<file path="src/rtl/keypad_encoder.sv">
// keypad_encoder: scans and debounces a 4x4 key matrix, queues one command per press and hands it to the CPU.
// Define KEYPAD_REPEAT_EN to build the auto-repeat feature (adds REPEAT_DELAY/REPEAT_RATE parameters).
module keypad_encoder #(
  parameter int IC_N = 5,
  parameter int SCAN_DIV = 1000,
  parameter int DEBOUNCE = 4,
  parameter int FIFO_DEPTH = 4
`ifdef KEYPAD_REPEAT_EN
  ,
  parameter int REPEAT_DELAY = 60,
  parameter int REPEAT_RATE = 12
`endif
) (
  input  logic            Clock,
  input  logic            Reset,
  output logic [3:0]      row,
  input  logic [3:0]      col,
  input  logic            in_ack,
  output logic [IC_N-1:0] in_cmd,
  output logic            overflow
);
  localparam int SW = $clog2(SCAN_DIV + 1);
  localparam int AW = $clog2(FIFO_DEPTH);
  localparam int CW = AW + 1;
  typedef enum logic {IDLE, PRESENT} state_t;
  logic [3:0] sync1_q, sync2_q;
  logic [SW-1:0] slot_q;
  logic [1:0] idx_q;
  logic [15:0] snap_q, snap_d, prev_q, deb_q, deb_d;
  logic [3:0] stab_q, stab_d;
  logic [3:0] mem_q [FIFO_DEPTH];
  logic [AW-1:0] wp_q, rp_q;
  logic [CW-1:0] cnt_q, cnt_d;
  logic [4:0] cmd_q, cmd_d;
  state_t state_q, state_d;
  logic ovf_q;
  logic slot_end, frame_end, onehot, press, push, pop, full, accept, load;
  logic [3:0] key;
  assign row = ~(4'b0001 << idx_q);
  assign in_cmd = IC_N'(cmd_q);
  assign overflow = ovf_q;
  // The last row sample of a frame is merged before comparing, so snap_d is the complete frame.
  always_comb begin
    slot_end = slot_q == SW'(SCAN_DIV - 1);
    frame_end = slot_end && idx_q == 2'd3;
    snap_d = snap_q;
    if (slot_end) snap_d[{idx_q, 2'b00} +: 4] = ~sync2_q;
    stab_d = stab_q;
    deb_d = deb_q;
    if (frame_end) begin
      stab_d = snap_d != prev_q ? 4'd0 : stab_q == 4'(DEBOUNCE) ? stab_q : stab_q + 4'd1;
      deb_d = stab_d == 4'(DEBOUNCE) ? snap_d : deb_q;
    end
    onehot = deb_d != '0 && (deb_d & (deb_d - 16'd1)) == '0;
    press = deb_q == '0 && onehot;
    key = '0;
    for (int i = 0; i < 16; i++) key = deb_d[i] ? 4'(i) : key;
  end
`ifdef KEYPAD_REPEAT_EN
  localparam int RMAX = REPEAT_DELAY > REPEAT_RATE ? REPEAT_DELAY : REPEAT_RATE;
  localparam int RW = $clog2(RMAX + 1);
  logic [RW-1:0] rep_q, rep_d;
  logic armed_q, armed_d, first_q, first_d, rep_fire;
  // Only a genuine press arms repeat, so a key left over from a multi-key chord never repeats.
  always_comb begin
    rep_d = rep_q;
    armed_d = armed_q;
    first_d = first_q;
    rep_fire = 1'b0;
    if (deb_d != deb_q) begin
      rep_d = '0;
      armed_d = press;
      first_d = 1'b1;
    end else if (frame_end && armed_q) begin
      rep_fire = rep_q + RW'(1) == RW'(first_q ? REPEAT_DELAY : REPEAT_RATE);
      rep_d = rep_fire ? '0 : rep_q + RW'(1);
      first_d = first_q && !rep_fire;
    end
  end
  always_ff @(posedge Clock) begin
    if (!Reset) begin
      rep_q <= '0;
      armed_q <= 1'b0;
      first_q <= 1'b1;
    end else begin
      rep_q <= rep_d;
      armed_q <= armed_d;
      first_q <= first_d;
    end
  end
  assign push = press || rep_fire;
`else
  assign push = press;
`endif
  // Pop is applied before push, so a full FIFO still accepts a push in the cycle it is acked.
  always_comb begin
    pop = state_q == PRESENT && in_ack;
    full = cnt_q == CW'(FIFO_DEPTH);
    accept = push && (!full || pop);
    cnt_d = cnt_q + CW'(accept) - CW'(pop);
    load = state_q == IDLE && cnt_q != '0;
    state_d = load ? PRESENT : pop ? IDLE : state_q;
    cmd_d = load ? {1'b1, mem_q[rp_q]} : pop ? 5'd0 : cmd_q;
  end
  always_ff @(posedge Clock) begin
    if (!Reset) begin
      sync1_q <= 4'hF;
      sync2_q <= 4'hF;
      slot_q <= '0;
      idx_q <= '0;
      snap_q <= '0;
      prev_q <= '0;
      stab_q <= '0;
      deb_q <= '0;
      wp_q <= '0;
      rp_q <= '0;
      cnt_q <= '0;
      state_q <= IDLE;
      cmd_q <= '0;
      ovf_q <= 1'b0;
    end else begin
      sync1_q <= col;
      sync2_q <= sync1_q;
      slot_q <= slot_end ? '0 : slot_q + SW'(1);
      idx_q <= slot_end ? idx_q + 2'd1 : idx_q;
      snap_q <= snap_d;
      prev_q <= frame_end ? snap_d : prev_q;
      stab_q <= stab_d;
      deb_q <= deb_d;
      wp_q <= accept ? wp_q + AW'(1) : wp_q;
      rp_q <= pop ? rp_q + AW'(1) : rp_q;
      cnt_q <= cnt_d;
      state_q <= state_d;
      cmd_q <= cmd_d;
      ovf_q <= ovf_q || (push && !accept);
    end
  end
  always_ff @(posedge Clock) begin
    if (accept) mem_q[wp_q] <= key;
  end
endmodule

</file>
<file path="config.mk">
export PLATFORM = sky130hd
export DESIGN_NAME = keypad_encoder
export DESIGN_NICKNAME = d
export VERILOG_FILES = /design/src/rtl/keypad_encoder.sv
export SDC_FILE = /design/constraint.sdc
export NUM_CORES = 1
export LEC_CHECK = 0
export ABC_AREA = 1
export CORE_MARGIN = 4
export CORE_UTILIZATION = 30
export DETAILED_ROUTE_END_ITERATION = 8
export GPL_ROUTABILITY_DRIVEN = 0
export PLACE_DENSITY = 0.51
export SYNTH_ARGS = -nofsm -noshare
export SYNTH_HDL_FRONTEND = slang
export SYNTH_SLANG_ARGS = --single-unit
</file>
<file path="constraint.sdc">
create_clock -name Clock -period 9.04 [get_ports Clock]
set_clock_uncertainty 0.05 [all_clocks]
set_input_delay 2.712 -clock Clock [delete_from_list [all_inputs] [get_ports Clock]]
set_output_delay 2.712 -clock Clock [all_outputs]
set_load 0.01 [all_outputs]
</file>
# Yosys cells after proc, flatten, opt, wreduce, memory -nomap -nowiden
# Memory sizes are Yosys's and may differ from the RTL's. A register that Yosys moved wholly into a read port is not among the register bits.
# Index checks and enable logic that the tools add are counted.
[totals]
reg_bits = 86
mem_bits_rw = 16
out_inout_bits = 10
memories = 1
[memory_table]
columns = ["name", "depth", "word_bits", "read_ports", "rd_clocked_by_memory_dff", "write_ports", "line_no", "source"]
rows = [
  ["mem_q", 4, 4, 1, 1, 1, "31", "logic [3:0] mem_q [FIFO_DEPTH];"],
]
[op_classes]
n_addsub = 9
eq_ne = 6
n_shift = 3
n_mux = 29
n_bitwise = 5
n_reduce_logical = 17
[op_table]
columns = ["cell", "count"]
rows = [
  ["16-bit two-way mux", 3],
  ["4-bit two-way mux", 10],
  ["16-bit zero test", 2],
  ["16-bit AND", 1],
  ["16-bit bitwise mux", 1],
  ["16-bit != test", 1],
  ["16-bit nonzero test", 1],
  ["4-bit by 6-bit variable shift with 16-bit output (first input constant)", 1],
  ["4-bit by 6-bit indexed part select with 16-bit output", 1],
  ["16-bit by 1-bit subtractor with 16-bit output (second input constant)", 1],
  ["3-bit two-way mux", 4],
  ["10-bit by 1-bit adder with 10-bit output (second input constant)", 1],
  ["10-bit equality test (second input constant)", 1],
  ["5-bit two-way mux", 2],
  ["4-bit by 3-bit equality test with 1-bit output (second input constant)", 2],
  ["2-bit two-way mux", 4],
  ["4-bit NOT", 2],
  ["1-bit logical AND", 7],
  ["2-bit by 1-bit adder with 2-bit output (second input constant)", 3],
  ["4-bit negator with 6-bit output", 1],
  ["1-bit two-way mux", 5],
  ["4-bit by 1-bit adder with 4-bit output (second input constant)", 1],
  ["1-bit by 2-bit << shifter with 4-bit output (first input constant)", 1],
  ["3-bit by 1-bit adder with 3-bit output", 1],
  ["other kinds (9)", 12],
]

# Logic depth before layout (Yosys ltp)
[logic_depth]
word_depth = 24
mapped_depth = 37
mapped_depth_nobuf = 34

# Least setup slack after synthesis
# OpenSTA, ideal clock, no wires.
[synth_timing]
path_type = "register to register"
start = "register idx_q[0]"
end = "register cnt_q[2]"
setup_ns = 0.070
arrival_ns = 4.590
required_time_ns = 8.920
setup_slack_ns = 4.330
stages_incl_launch_ff = 37
path_buffers = 3
period_less_slack_ns = 4.710
cell_sequence = "dfxtp_1 > buf_2 > inv_1 > buf_4 > ha_1 > inv_2 > nor2_4 > nand3_1 > nand2_1 > nand2_1 > nand2_1 > nand2_1 > nand2_1 > nand2_1 > nor2_1 > nand2_1 > nor2_2 > nand2_1 > nor2_4 > buf_6 > nand4_1 > nand2_1 > nand2_2 > nor2_2 > nand2_1 > nor2_1 > nor2_1 > nor2_1 > nand2_1 > nor2_2 > nand3_2 > ha_1 > inv_1 > ha_1 > fa_1 > or2_2 > a21oi_1"
[synth_via]
elab_chain_cells = 17
word_cells_on_any_way = 21
cone_classes = "add/sub: 4; eq/ne: 3; shift: 2; mux: 5; bitwise: 1; reduce/logical: 6"
[synth_rtl]
columns = ["item", "line_no", "source"]
rows = [
  ["from (decl)", "28", "logic [1:0] idx_q;"],
  ["from (signal assigned)", "125", "idx_q <= slot_end ? idx_q + 2'd1 : idx_q;"],
  ["4-bit negator with 6-bit output", "47", "if (slot_end) snap_d[{idx_q, 2'b00} +: 4] = ~sync2_q;"],
  ["4-bit by 6-bit indexed part select with 16-bit output / 4-bit by 6-bit variable shift with 16-bit output (equally long branches)", "47", ""],
  ["16-bit bitwise mux", "47", ""],
  ["16-bit two-way mux", "47", ""],
  ["16-bit != test", "51", "stab_d = snap_d != prev_q ? 4'd0 : stab_q == 4'(DEBOUNCE) ? stab_q : stab_q + 4'd1;"],
  ["4-bit two-way mux", "51", ""],
  ["4-bit by 3-bit equality test with 1-bit output", "52", "deb_d = stab_d == 4'(DEBOUNCE) ? snap_d : deb_q;"],
  ["16-bit two-way mux", "52", ""],
  ["16-bit two-way mux (*)", "50", "if (frame_end) begin"],
  ["16-bit by 1-bit subtractor with 16-bit output", "54", "onehot = deb_d != '0 && (deb_d & (deb_d - 16'd1)) == '0;"],
  ["16-bit AND", "54", ""],
  ["16-bit zero test", "54", ""],
  ["1-bit logical AND (*)", "54", ""],
  ["1-bit logical AND (*)", "55", "press = deb_q == '0 && onehot;"],
  ["1-bit logical AND (*)", "99", "accept = push && (!full || pop);"],
  ["3-bit by 1-bit adder with 3-bit output (*)", "100", "cnt_d = cnt_q + CW'(accept) - CW'(pop);"],
  ["3-bit by 1-bit subtractor with 3-bit output (*)", "100", ""],
  ["to (signal assigned)", "132", "cnt_q <= cnt_d;"],
  ["to (decl)", "33", "logic [CW-1:0] cnt_q, cnt_d;"],
]
# Mark *: on every way between the ends. The rest lies on a longest branch, timed or not.
# A chain may end at the register's enable or synchronous reset.

# Worst setup path in the final report
# Same ends and word-level chain as after synthesis.

==> flow_summary.yaml <==
status:
  status: "finished clean"
clock_network:
  htree_levels: 3
  clock-root-buffer: "clkbuf_16"
  cts.sinks: 103
  clock_latency_ns: 0.35
  numCtsBuffers: 9
  path_clk_slew_ns: 0.07
  cts_tree: "built"
  post_cts_resized: 0
  cts_setup_buffers: 0
  cts_buffer_depth: 2
  cts_hold_buf: 0
sta:
  fin_tns_setup_ns: 0
  finalHoldViolCount: 0
  setup_violations: 0
  finalCriticalPeriod_ns: 5.74
  max_clock_freq_mhz: 174
  finalMaxSlewViolations: 0
  setup_ws_ns: 3.30
  worst_pin_slew_ns: 1.24
  post-route-period-util_pct: 63.5
  rsz0062_at_grt: "no"
  slew_headroom_pct: 16.8
global_routing:
  grt-ovfl-total: 0
  grtUsageMet2_pct: 20.4
  grt_use_total_pct: 13.9
  antenna_found_initial: 0
  grtUsageMet1_pct: 20.8
  grt_start_max_net_pins: 31
  busiest_layer: "met1"
  grt_pass1_wl_mm: 24.6
  grt.met3_usage_pct: 1.93
  grt_pass1_vias: 4802
routing:
  via_count: 5151
  ant_nets: 0
  wl_per_cell_um: 12.9
  vias_per_cell: 4.52
  drtIter0Drc: 370
  drc: 0
  dr.pass1.iters: 5
  wl_mm: 14.7
placed_design:
  place_ws_ns: 3.32
  place_inst: 1123
  port-buffer-count: 16
  placed_area_um2: 6220
  dp_hpwl_mm: 10.8
hold_path:
  hold_end: "sync2_q[0]"
  hp-class: "flip-flop to flip-flop"
  whs_path_depth: 1
  min_from: "sync1_q[0]"
logic_synthesis:
  synth_cell_types: 42
  ys_dominant_reg_cell: "dfxtp_1"
  yosysWarnings: 0
  synth_edf_count: 16
  synthCells: 867
  ys_seq_area_share_pct: 37.9
  async_flop_share_pct: 0
  synth-seq-cells: 103
  syn_avg_cell_area_um2: 6.76
  syn_nets: 889
  syn_area_um2: 5860
pwr:
  p_leak_nw: 3.03
  vdd_drop_max_mv: 0.0726
  power_density_nw_per_um2: 147
floorplan:
  die_w_um: 148
  die_y_um: 148
  initial_core_util_pct: 30.9
  io_pins: 17
  design.die.area_um2: 21800
  row_count: 50
  core_area_um2: 19000
worst_setup_path:
  required_ns: 9.24
  arrival_ns: 5.95
  start_kind: "flip-flop"
  crit_top_cell: "nand2_1"
  r2r-end: "cnt_q[2]"
  crit_family: "simple AND/OR/NAND/NOR gates"
  reg2reg_from: "idx_q[0]"
  cp-end-kind: "flip-flop"
  worstSetupPathType: "flip-flop to flip-flop"
  path_buf_inv: 4
  r2r_slack_ns: 3.30
  cp_max_fo: 19
  cp_slowest_cell: "ha_1"
  r2r_cells: 33
  crit_path_max_incr_delay_ns: 0.48
cells_and_area:
  fin_area_um2: 6500
  syn_to_final_growth_pct: 11.0
  fin_cells: 1139
  fin_nets: 896
  drive_above_1_share_pct: 8.42
  antenna_cells: 0
job:
  cap_violations: 0
per-layer routing:
| metal | up-vias | wire length, µm |
|---|---|---|
| met5 | - | 0 |
| met4 | 0 | 259 |
| met3 | 19 | 399 |
| met2 | 62 | 6130 |
| met1 | 2322 | 7870 |
| li1 | 2748 | - |
report_power, final:
part	total (W)	switching [W]	internal, W
clock network	0.000381	0.000191	0.000190
registers	0.000492	0.0000123	0.000480
logic	0.0000866	0.0000493	0.0000373
total	0.000959	0.000252	0.000707
cell usage in the layout, fill, tap and decap left out, drive strengths merged, types with 8 or more instances in the layout:
cell / count
nand2: 271
a21oi: 40
nand4: 19
ha: 14
nor3: 8
o21ai: 32
edfxtp: 16
nor2: 126
inv: 126
clkdlybuf4s50: 16
dfxtp: 87
nand3: 75
or2: 10
clkbuf: 9
stage by stage:
stage | power, W | hold slack, ns | util [%]
2_1_floorplan | 0.000559 | 0.343 | -
3_3_place_gp | 0.000590 | 0.343 | 32.8
3_5_place_dp | 0.000590 | 0.348 | 32.8
4_1_cts | 0.000974 | 0.365 | 34.3
5_1_grt | 0.00101 | 0.374 | 34.3
6_report | 0.000959 | 0.366 | 34.3
logic make-up (layout without fill, tap and decap cells):
family                     Yosys count  after routing  share of synthesized area, %
DFF                                103            103                          37.9
xor gates and xnor gates             4              4                         0.598
AOI/OAI and AO/OA                   81             81                          7.96
and+or+nand+nor                    516            516                          39.8
adders and majority gates           15             15                          3.33
buffers and inverters              148            160                          10.4
state kept, by name, summed over array words and instances (netlist names), 3 cells and up, named ones only:
signal,count
sync2_q,4
sync1_q,4
mem_q,16
in_cmd,5
deb_q,16
cnt_q,3
snap_q,16
slot_q,10
prev_q,16
stab_q,4
cell usage after synthesis (all sizes together), types with 4 or more instances:
library cell	instances	area, µm²
a21oi	40	200
nand4	19	134
clkbuf	11	41.3
dfxtp	87	1740
nor2	126	559
nand2	271	1090
nor4	4	25.0
nand3	75	380
o32ai	4	35.0
nor3	8	45.0
inv	124	465
buf	11	96.3
ha	14	175
or2	10	62.6
edfxtp	16	480
xor2	4	35.0
o21ai	32	194
cell type report:
cell class	count	area [µm²]
fillers	2072	12500
multi-input cells	616	3030
flip-flops and latches	103	2220
inverters	126	473
well taps	260	325
clock buffers	9	225
repair buffers	18	175
clock inverters	7	56.3
worst max path at each step:
stage / start / end / slack (ns) / depth (start not counted)
floorplan: idx_q[0] / cnt_q[2] / 4.33 / 36
global placement: idx_q[0] / cnt_q[2] / 3.40 / 33
detailed placement: idx_q[0] / cnt_q[2] / 3.32 / 33
CTS: idx_q[0] / cnt_q[2] / 3.29 / 33
global route: idx_q[0] / cnt_q[2] / 2.67 / 33
finish: idx_q[0] / cnt_q[2] / 3.30 / 33
worst register-to-register path, delay by kind of cell, from the launching register on:
kind                       cells  cell delay, ns
AOI/OAI and AO/OA              2            0.55
DFF                            1            0.42
and+or+nand+nor               23            2.61
adders and majority gates      4            1.35
buffers and inverters          4            0.68
(Power assumes the default switching activity.)
